### config.mk
export PLATFORM = sky130hd
export DESIGN_NAME = s_io_responder
export DESIGN_NICKNAME = d
export VERILOG_FILES = /design/src/rtl/s_cpu_pkg.sv /design/src/rtl/s_timer.sv /design/src/rtl/s_io_responder.sv
export SDC_FILE = /design/constraint.sdc
export NUM_CORES = 1
export LEC_CHECK = 0
export CAP_MARGIN = 10
export CORE_AREA = 2 2 143 117
export CTS_CLUSTER_DIAMETER = 100
export DETAILED_ROUTE_END_ITERATION = 10
export DIE_AREA = 0 0 145 119
export PLACE_DENSITY = 0.87
export SLEW_MARGIN = 0
export SYNTH_ARGS = -nofsm -noshare
export SYNTH_HDL_FRONTEND = slang
export SYNTH_SLANG_ARGS = --single-unit
### constraint.sdc
create_clock -name clk -period 3.4 [get_ports clk]
set_input_delay 0.34 -clock clk [delete_from_list [all_inputs] [get_ports clk]]
set_output_delay 0.34 -clock clk [all_outputs]
set_load 0.02 [all_outputs]
### src/rtl/s_cpu_pkg.sv
// Shared definitions for the SPC700 side: I/O page register indices, CONTROL bit
// positions and default timer prescaler ratios.
package s_cpu_pkg;

    localparam int unsigned T01_DIV_DEF = 128;
    localparam int unsigned T2_DIV_DEF  = 16;
    localparam int unsigned NUM_TIMERS  = 3;

    // Low nibble of the $F0-$FF I/O page
    typedef enum logic [3:0] {
        IO_TEST    = 4'h0,
        IO_CONTROL = 4'h1,
        IO_DSPADDR = 4'h2,
        IO_DSPDATA = 4'h3,
        IO_CPUIO0  = 4'h4,
        IO_CPUIO1  = 4'h5,
        IO_CPUIO2  = 4'h6,
        IO_CPUIO3  = 4'h7,
        IO_RAM0    = 4'h8,
        IO_RAM1    = 4'h9,
        IO_T0TGT   = 4'hA,
        IO_T1TGT   = 4'hB,
        IO_T2TGT   = 4'hC,
        IO_CNT0    = 4'hD,
        IO_CNT1    = 4'hE,
        IO_CNT2    = 4'hF
    } io_reg_e;

    localparam int unsigned CTRL_CLR01 = 4;
    localparam int unsigned CTRL_CLR23 = 5;
    localparam int unsigned CTRL_IPL   = 7;

    // A target of zero stands for a full 256-tick period
    function automatic logic [8:0] tgt_limit(input logic [7:0] tgt);
        return (tgt == 8'd0) ? 9'd256 : {1'b0, tgt};
    endfunction

endpackage

### src/rtl/s_timer.sv
// One APU timer: 8-bit stage counting prescaler ticks up to a target, and a
// 4-bit output counter that is cleared by reading it.
module s_timer
    import s_cpu_pkg::*;
(
    input  logic       clk,
    input  logic       reset_n,
    input  logic       enable,
    input  logic       tick,
    input  logic [7:0] target,
    input  logic       clear,
    input  logic       rd_clr,
    output logic [3:0] cnt
);

    logic [7:0] stage_q, stage_d;
    logic [3:0] cnt_q, cnt_d;
    logic [8:0] stage_inc;
    logic       hit;

    always_comb begin
        stage_d   = stage_q;
        cnt_d     = cnt_q;
        stage_inc = {1'b0, stage_q} + 9'd1;
        hit       = 1'b0;
        if (clear) begin
            stage_d = 8'd0;
            cnt_d   = 4'd0;
        end else begin
            if (enable && tick) begin
                if (stage_inc == tgt_limit(target)) begin
                    stage_d = 8'd0;
                    hit     = 1'b1;
                end else begin
                    stage_d = stage_inc[7:0];
                end
            end
            // A read racing an increment still reports the old value, so keep the new count
            if (rd_clr) begin
                cnt_d = hit ? 4'd1 : 4'd0;
            end else if (hit) begin
                cnt_d = cnt_q + 4'd1;
            end
        end
    end

    always_ff @(posedge clk or negedge reset_n) begin
        if (!reset_n) begin
            stage_q <= 8'd0;
            cnt_q   <= 4'd0;
        end else begin
            stage_q <= stage_d;
            cnt_q   <= cnt_d;
        end
    end

    assign cnt = cnt_q;

endmodule

### src/rtl/s_io_responder.sv
// Target side of the S-CPU $F0-$FF I/O page: CONTROL, DSP window, CPUIO mailboxes,
// RAM registers and the three APU timers with their shared prescaler.
module s_io_responder
    import s_cpu_pkg::*;
#(
    parameter int unsigned T01_DIV = T01_DIV_DEF,
    parameter int unsigned T2_DIV  = T2_DIV_DEF
) (
    input  logic       clk,
    input  logic       reset_n,
    input  logic       cpu_en,
    input  logic       sel,
    input  logic [3:0] addr,
    input  logic       rd,
    input  logic       wr,
    input  logic [7:0] wdata,
    output logic [7:0] rdata,
    input  logic [1:0] main_addr,
    input  logic       main_rd,
    input  logic       main_wr,
    input  logic [7:0] main_wdata,
    output logic [7:0] main_rdata,
    output logic [7:0] dsp_addr,
    output logic       dsp_wr,
    output logic [7:0] dsp_wdata,
    input  logic [7:0] dsp_rdata,
    output logic       ipl_en
);

    localparam int unsigned PW = (T01_DIV > 1) ? $clog2(T01_DIV) : 1;

    logic [3:0][7:0] in_q, in_d;
    logic [3:0][7:0] out_q, out_d;
    logic [1:0][7:0] ram_q, ram_d;
    logic [2:0][7:0] tgt_q, tgt_d;
    logic [2:0]      en_q, en_d;
    logic            ipl_q, ipl_d;
    logic [7:0]      dspaddr_q, dspaddr_d;
    logic [7:0]      dsp_wdata_q, dsp_wdata_d;
    logic            dsp_wr_q, dsp_wr_d;
    logic [PW-1:0]   presc_q, presc_d;

    logic            access, wr_acc, rd_acc;
    logic            tick01, tick2;
    logic [2:0]      tmr_clr;
    logic [2:0]      cnt_rd;
    logic [3:0]      cnt [3];

    assign access = cpu_en & sel & (rd | wr);
    assign wr_acc = access & wr;
    assign rd_acc = access & rd;

    assign cnt_rd = {rd_acc && (addr == IO_CNT2),
                     rd_acc && (addr == IO_CNT1),
                     rd_acc && (addr == IO_CNT0)};

    // Prescaler free-runs on cpu_en; enable edges never touch it
    always_comb begin
        presc_d = presc_q;
        tick01  = 1'b0;
        tick2   = 1'b0;
        if (cpu_en) begin
            tick01  = (presc_q == PW'(T01_DIV - 1));
            tick2   = ((32'(presc_q) % T2_DIV) == (T2_DIV - 1));
            presc_d = tick01 ? '0 : presc_q + PW'(1);
        end
    end

    always_comb begin
        in_d        = in_q;
        out_d       = out_q;
        ram_d       = ram_q;
        tgt_d       = tgt_q;
        en_d        = en_q;
        ipl_d       = ipl_q;
        dspaddr_d   = dspaddr_q;
        dsp_wdata_d = dsp_wdata_q;
        dsp_wr_d    = 1'b0;
        tmr_clr     = 3'b000;
        if (wr_acc) begin
            case (addr)
                IO_CONTROL: begin
                    en_d    = wdata[2:0];
                    tmr_clr = wdata[2:0] & ~en_q;
                    if (wdata[CTRL_CLR01]) in_d[1:0] = '0;
                    if (wdata[CTRL_CLR23]) in_d[3:2] = '0;
                    ipl_d = wdata[CTRL_IPL];
                end
                IO_DSPADDR: dspaddr_d = wdata;
                IO_DSPDATA: begin
                    // DSP addresses $80-$FF are read-only mirrors
                    if (!dspaddr_q[7]) begin
                        dsp_wr_d    = 1'b1;
                        dsp_wdata_d = wdata;
                    end
                end
                IO_CPUIO0, IO_CPUIO1, IO_CPUIO2, IO_CPUIO3: out_d[addr[1:0]] = wdata;
                IO_RAM0, IO_RAM1: ram_d[addr[0]] = wdata;
                IO_T0TGT: tgt_d[0] = wdata;
                IO_T1TGT: tgt_d[1] = wdata;
                IO_T2TGT: tgt_d[2] = wdata;
                default: ;
            endcase
        end
        // Main-CPU write overrides a same-edge CONTROL latch clear
        if (main_wr) in_d[main_addr] = main_wdata;
    end

    always_ff @(posedge clk or negedge reset_n) begin
        if (!reset_n) begin
            in_q        <= '0;
            out_q       <= '0;
            ram_q       <= '0;
            tgt_q       <= '0;
            en_q        <= 3'b000;
            ipl_q       <= 1'b1;
            dspaddr_q   <= 8'h00;
            dsp_wdata_q <= 8'h00;
            dsp_wr_q    <= 1'b0;
            presc_q     <= '0;
        end else begin
            in_q        <= in_d;
            out_q       <= out_d;
            ram_q       <= ram_d;
            tgt_q       <= tgt_d;
            en_q        <= en_d;
            ipl_q       <= ipl_d;
            dspaddr_q   <= dspaddr_d;
            dsp_wdata_q <= dsp_wdata_d;
            dsp_wr_q    <= dsp_wr_d;
            presc_q     <= presc_d;
        end
    end

    for (genvar i = 0; i < NUM_TIMERS; i++) begin : g_timer
        s_timer u_timer (
            .clk     (clk),
            .reset_n (reset_n),
            .enable  (en_q[i]),
            .tick    ((i < 2) ? tick01 : tick2),
            .target  (tgt_q[i]),
            .clear   (tmr_clr[i]),
            .rd_clr  (cnt_rd[i]),
            .cnt     (cnt[i])
        );
    end

    always_comb begin
        rdata = 8'h00;
        case (addr)
            IO_DSPADDR: rdata = dspaddr_q;
            IO_DSPDATA: rdata = dsp_rdata;
            IO_CPUIO0:  rdata = in_q[0];
            IO_CPUIO1:  rdata = in_q[1];
            IO_CPUIO2:  rdata = in_q[2];
            IO_CPUIO3:  rdata = in_q[3];
            IO_RAM0:    rdata = ram_q[0];
            IO_RAM1:    rdata = ram_q[1];
            IO_CNT0:    rdata = {4'h0, cnt[0]};
            IO_CNT1:    rdata = {4'h0, cnt[1]};
            IO_CNT2:    rdata = {4'h0, cnt[2]};
            default:    rdata = 8'h00;
        endcase
    end

    assign main_rdata = out_q[main_addr];
    assign dsp_addr   = dspaddr_q;
    assign dsp_wr     = dsp_wr_q;
    assign dsp_wdata  = dsp_wdata_q;
    assign ipl_en     = ipl_q;

endmodule
# Word-level counts from Yosys, hierarchy flattened

Cells that the tools add are included.

Logic and storage cells: 152
Output and inout port bits: 34
Bits of input ports: 38
Register bits: 168

Reductions and logical operators: 28
Equality and inequality tests: 20
Order comparisons: 6
Add/subtract/negate cells: 7
Mux-type cells: 58
Bitwise operators: 8

Operator list:

| kind                | number |
|---|---|
| $mux 8              | 13 |
| $mux 32             | 3 |
| $pmux 8 s11         | 1 |
| $bwmux 32           | 2 |
| $eq 4x4->1 const B  | 9 |
| $mux 4              | 9 |
| $demux 8 s2         | 2 |
| $mux 16             | 2 |
| $add 8x1->9 const B | 3 |
| $eq 9x9->1          | 3 |
| $mux 9              | 3 |
| $logic_not 8->1     | 3 |
| $mux 1              | 17 |
| $bmux 8 s2          | 1 |
| $bwmux 16           | 1 |
| $eq 4x3->1 const B  | 4 |
| $reduce_and 2->1    | 7 |
| $add 4x1->4 const B | 3 |
| $logic_and 1x1->1   | 9 |
| $reduce_bool 3->1   | 3 |
| $demux 8 s1         | 1 |
| $eq 4x2->1 const B  | 2 |
| $add 7x1->7 const B | 1 |
| $eq 7x7->1 const B  | 1 |
| other kinds (16)    | 24 |

# Longest topological paths before layout

Depth in word-level cells: 9
Gate-level depth with buffers: 9

# Modules after synthesis

Synthesis repeated with hierarchy kept, for this count alone.

Cells, all modules: 790
Area, all modules: 8728.4 sq um

Modules (own cells, without submodules):

| module         | seq. area each (sq um) | times used | cells each | area each (sq um) |
|---|---|---|---|---|
| s_io_responder | 3304.4                 | 1          | 508        | 6145.9 |
| s_timer        | 300.3                  | 3          | 94         | 860.8 |

# Worst setup path before layout

OpenSTA, ideal clock, no wires.

Path kind: register to register
Start point: register g_timer[2].u_timer.stage_q[0]
End point: register g_timer[2].u_timer.cnt_q[0]
Data required time: 3.321 ns
Library setup time: 0.079 ns
Buffers on the path: 1
Cell stages (with the launch flop): 9
Arrival: 2.150 ns
Slack: 1.170 ns
Cell sequence: dfrtp_1 ha_1 and3_1 and3_1 xnor2_1 nor4_2 and4_1 buf_2 mux2i_1

Word-level cells in the longest chain between the ends: 8

RTL lines:

| element                  | RTL line      | source |
|---|---|---|
| start: declaration       | s_timer.sv:16 | `logic [7:0] stage_q, stage_d;` |
| start signal: assignment | s_timer.sv:52 | `stage_q <= stage_d;` |
| $add 8x1->9 *            | s_timer.sv:24 | `stage_inc = {1'b0, stage_q} + 9'd1;` |
| $eq 9x9->1 *             | s_timer.sv:31 | `if (stage_inc == tgt_limit(target)) begin` |
| $mux 1 *                 | s_timer.sv:31 |  |
| $mux 1 *                 | s_timer.sv:30 | `if (enable && tick) begin` |
| $mux 1 *                 | s_timer.sv:26 | `if (clear) begin` |
| $mux 1                   | s_timer.sv:40 | `cnt_d = hit ? 4'd1 : 4'd0;` |
| $mux 4                   | s_timer.sv:39 | `if (rd_clr) begin` |
| $mux 4                   | s_timer.sv:26 |  |
| end signal: assignment   | s_timer.sv:53 | `cnt_q <= cnt_d;` |
| end: declaration         | s_timer.sv:17 | `logic [3:0] cnt_q, cnt_d;` |

Every way passes the cells marked *; elsewhere a longest branch is shown, timed or not. The select of a mux whose other input is x is not followed.
A chain may end at the register's enable or synchronous reset.

# Worst setup path after layout

Start point: input port addr[1]
End point: output port rdata[4]

Word-level cells in the longest chain between the ends: 2

RTL lines:

| element                                  | RTL line              | source |
|---|---|---|
| start: declaration                       | s_io_responder.sv:13  | `input logic [3:0] addr,` |
| $eq 4x4->1, or another cell as far along | s_io_responder.sv:150 | `case (addr)` |
| $pmux 8 s11 *                            | s_io_responder.sv:150 |  |
| end: declaration                         | s_io_responder.sv:17  | `output logic [7:0] rdata,` |

Every way passes the cells marked *; elsewhere a longest branch is shown, timed or not.

==> metrics.md <==
| Metric | Value |
|---|---|
| Status | `completed` |
| PwrDens | `514 nW/um^2` |
| Crit-path max FO | `13` |
| Finished Layout Cells | `1095` |
| Slew Limit Fails | `0` |
| Vias in the first global route | `6850` |
| Cell row count | `42` |
| WL per Instance | `20.7 um` |
| Final worst slack | `0.141 ns` |
| Min cycle time layout | `3.26 ns` |
| VDD IR max | `0.381 mV` |
| CTS tree | `done` |
| Post-synthesis adder-cell area fraction | `0.0102` |
| Register area share after synthesis | `0.488` |
| Fmax | `307 MHz` |
| Gr ovfl total | `0` |
| Syn Area/Cell | `11.0 um^2` |
| Die area | `17300 um^2` |
| Crit-path cells | `clkdlybuf4s50_1 > nand2_1 > nor2_1 > a22o_1 > a221oi_1 > o21ai_0 > clkdlybuf4s50_1` |
| Layout cells sized above 1 | `0.198` |
| Residual DRC | `0` |
| Post-CTS Resized | `0` |
| DR pass1 iterations | `6` |
| Xor/xnor cell area share of the yosys netlist | `0.0325` |
| Synth Cell Area | `8610 um^2` |
| Post-synthesis simple-gate area fraction | `0.136` |
| IO buf count | `70` |
| Synth cell types | `63` |
| Vias per cell | `6.40` |
| Worst setup EP type | `output pin` |
| Synth Area in Compound Gates | `0.144` |
| Static leakage | `4.55 nW` |
| Asr flop ratio synth | `1.00` |
| Crit path launch type | `input port` |
| Final hold violations | `0` |
| Clock transition at path regs | `0.07 ns` |
| Pre-CTS setup slack | `0.231 ns` |
| Worst Path Required | `3.06 ns` |
| Drt first-iter violations | `736` |
| Mux contribution to synthesized area | `0.165` |
| Routed Antenna Nets | `0` |
| Main synth FF type | `dfrtp_1` |
| Largest family of logic cells by synthesized area | `multiplexers` |
| Clock Tree Buf Depth | `2` |
| Core ar. | `16000 um^2` |
| Commonest non-fill, non-tap cell in the layout | `dfrtp_1` |
| Worst Skew | `0.00937 ns` |
| Global-route usage over all layers | `0.269` |
| I/O pins | `72` |
| Number of max-cap violations | `0` |
| Final wirelength | `22.7 mm` |
| YS warnings | `0` |
| Routability cong. | `0.920` |
| Data arrival, critical path | `2.92 ns` |
| Crit path max-delay cell type | `clkdlybuf4s50_1` |
| Root buffer cell | `clkbuf_16` |
| Most frequent cell on the critical path | `clkdlybuf4s50_1` |
| Relative slew slack | `0.428` |
| Synthesized instance count | `781` |
| N_diodes | `0` |
| Hold WC Path Type | `input port to async pin` |
| Final clock period utilization by the worst path | `0.958` |
| H-tree depth | `4` |
| Buf+Inv Stages, Crit Path | `2` |
| RSZ-0062 raised after global routing | `false` |
| Power, Total | `5.28 mW` |
| Setup TNS | `0 ns` |
| Final nets | `907` |
| Initial Util | `0.537` |
| Inst Count DP | `1062` |
| Detailed placement HPWL | `15.5 mm` |
| Largest net degree at the start of global routing | `78` |
| Clock insertion delay at the later pin of the skew report | `0.44 ns` |
| Synthesized Nets | `826` |
| TritonCTS Buffers | `17` |
| Clock Sink Count | `168` |
| Seq cells post-synth | `168` |
| Vias | `7006` |
| Number of synthesized flops with an enable pin | `0` |
| Die width | `145 um` |
| Final setup vio count | `0` |
| First-pass GRT wire length | `36.3 mm` |
| Highest-count cells in the layout ignoring fill and taps | `dfrtp_1, mux2_2, clkdlybuf4s50_1, nand2_1, nor2_1` |
| Crit Path Class | `input port to output pin` |
| Delay-heaviest family, CP | `buffers and inverters` |
| Area Overhead vs Synth | `19.2%` |
| Initial antenna violation count | `0` |
| Slew of the pin with the lowest slew margin | `0.854 ns` |
| Slowest cell delay on critical path | `0.82 ns` |
| Die Ht | `119 um` |
| Fill cells | `1222` |
-- cells by family after synthesis --
| kind of cell | count (synthesis) |
|---|---|
| AND/OR/NAND/NOR | 229 |
| AO/OA/AOI/OAI | 172 |
| multiplexers | 120 |
| flip-flops | 168 |
| XOR/XNOR | 32 |
| buffers and inverters | 53 |
| adder cells (fa/ha/maj) | 7 |
-- final cells by class --
cell class	count	area, um^2	share of cell area
Clock buffer	17	425	0.0415
Inverter	12	45.0	0.00439
Timing Repair Buffer	103	977	0.0952
Clock inverter	15	135	0.0132
Multi-Input combinational cell	560	4200	0.409
Sequential cell	168	4210	0.410
Tap cell	220	275	0.0268
-- Yosys cell counts, types with 9 or more instances --
cell type	count	area (um^2)
a22o_1	37	324
dfrtp_1	167	4180
o21ai_0	32	160
nor2b_1	9	56.3
nor2_1	47	176
xnor2_1	21	184
inv_1	12	45.0
mux2i_1	18	180
a21oi_1	27	135
clkbuf_1	28	105
mux2_2	94	1060
nand2_1	53	199
xor2_1	11	96.3
a22oi_1	12	90.1
nand3_1	33	165
nor3_1	15	75.1
and3_1	15	93.8
nor4_1	9	56.3
-- path summary, 6_finish.rpt --
path	slack [ns]	startpoint	end	depth (start not counted)
worst min register to register	0.48	presc_q[6]	presc_q[6]	1
max in group asynchronous	2.08	reset_n	ram_q[5]	3
worst max register to register	0.63	g_timer[2].u_timer.stage_q[0]	g_timer[2].u_timer.cnt[1]	7
min in group clk	0.48	presc_q[6]	presc_q[6]	1
worst min-delay path	0.44	reset_n	g_timer[2].u_timer.stage_q[7]	2
worst max-delay path	0.14	addr[1]	rdata[4]	7
-- registers in the layout (all words and copies together), names as in the netlist, 3 cells and up --
| register | flops |
|---|---|
| out_q | 32 |
| dsp_wdata | 8 |
| g_timer.u_timer.stage_q | 24 |
| tgt_q | 24 |
| presc_q | 7 |
| dsp_addr | 8 |
| in_q | 32 |
| ram_q | 16 |
| en_q | 3 |
| g_timer.u_timer.cnt | 12 |
-- metal layers --
| layer | global-route usage | up-vias | part of all wire |
|---|---|---|---|
| li1 | - | 3105 | - |
| met1 | 0.369 | 3484 | 0.43 |
| met2 | 0.413 | 352 | 0.46 |
| met3 | 0.0636 | 65 | 0.083 |
| met4 | 0.114 | 0 | 0.026 |
| met5 | 0 | - | 0 |
-- where the power goes --
part	switching [mW]	internal [mW]	total (mW)
registers	0.219	2.26	2.48
clock network	0.895	0.964	1.86
logic	0.460	0.484	0.944
-- per-stage QoR --
stage,hold slack [ns],utilization,area [um^2]
after CTS,0.455,0.640,10300
final,0.442,0.640,10300
after floorplan,0.0444,-,8610
after detailed placement,0.350,0.605,9690
after global routing,0.498,0.640,10300
after global placement,0.346,0.605,9690
-- timing repair --
action,CTS,global route
hold buffers,1,0
endpoints found under the hold margin,55,0
buffers inserted,0,0
endpoints found under the setup margin,0,0
(Power assumes the default switching activity.)
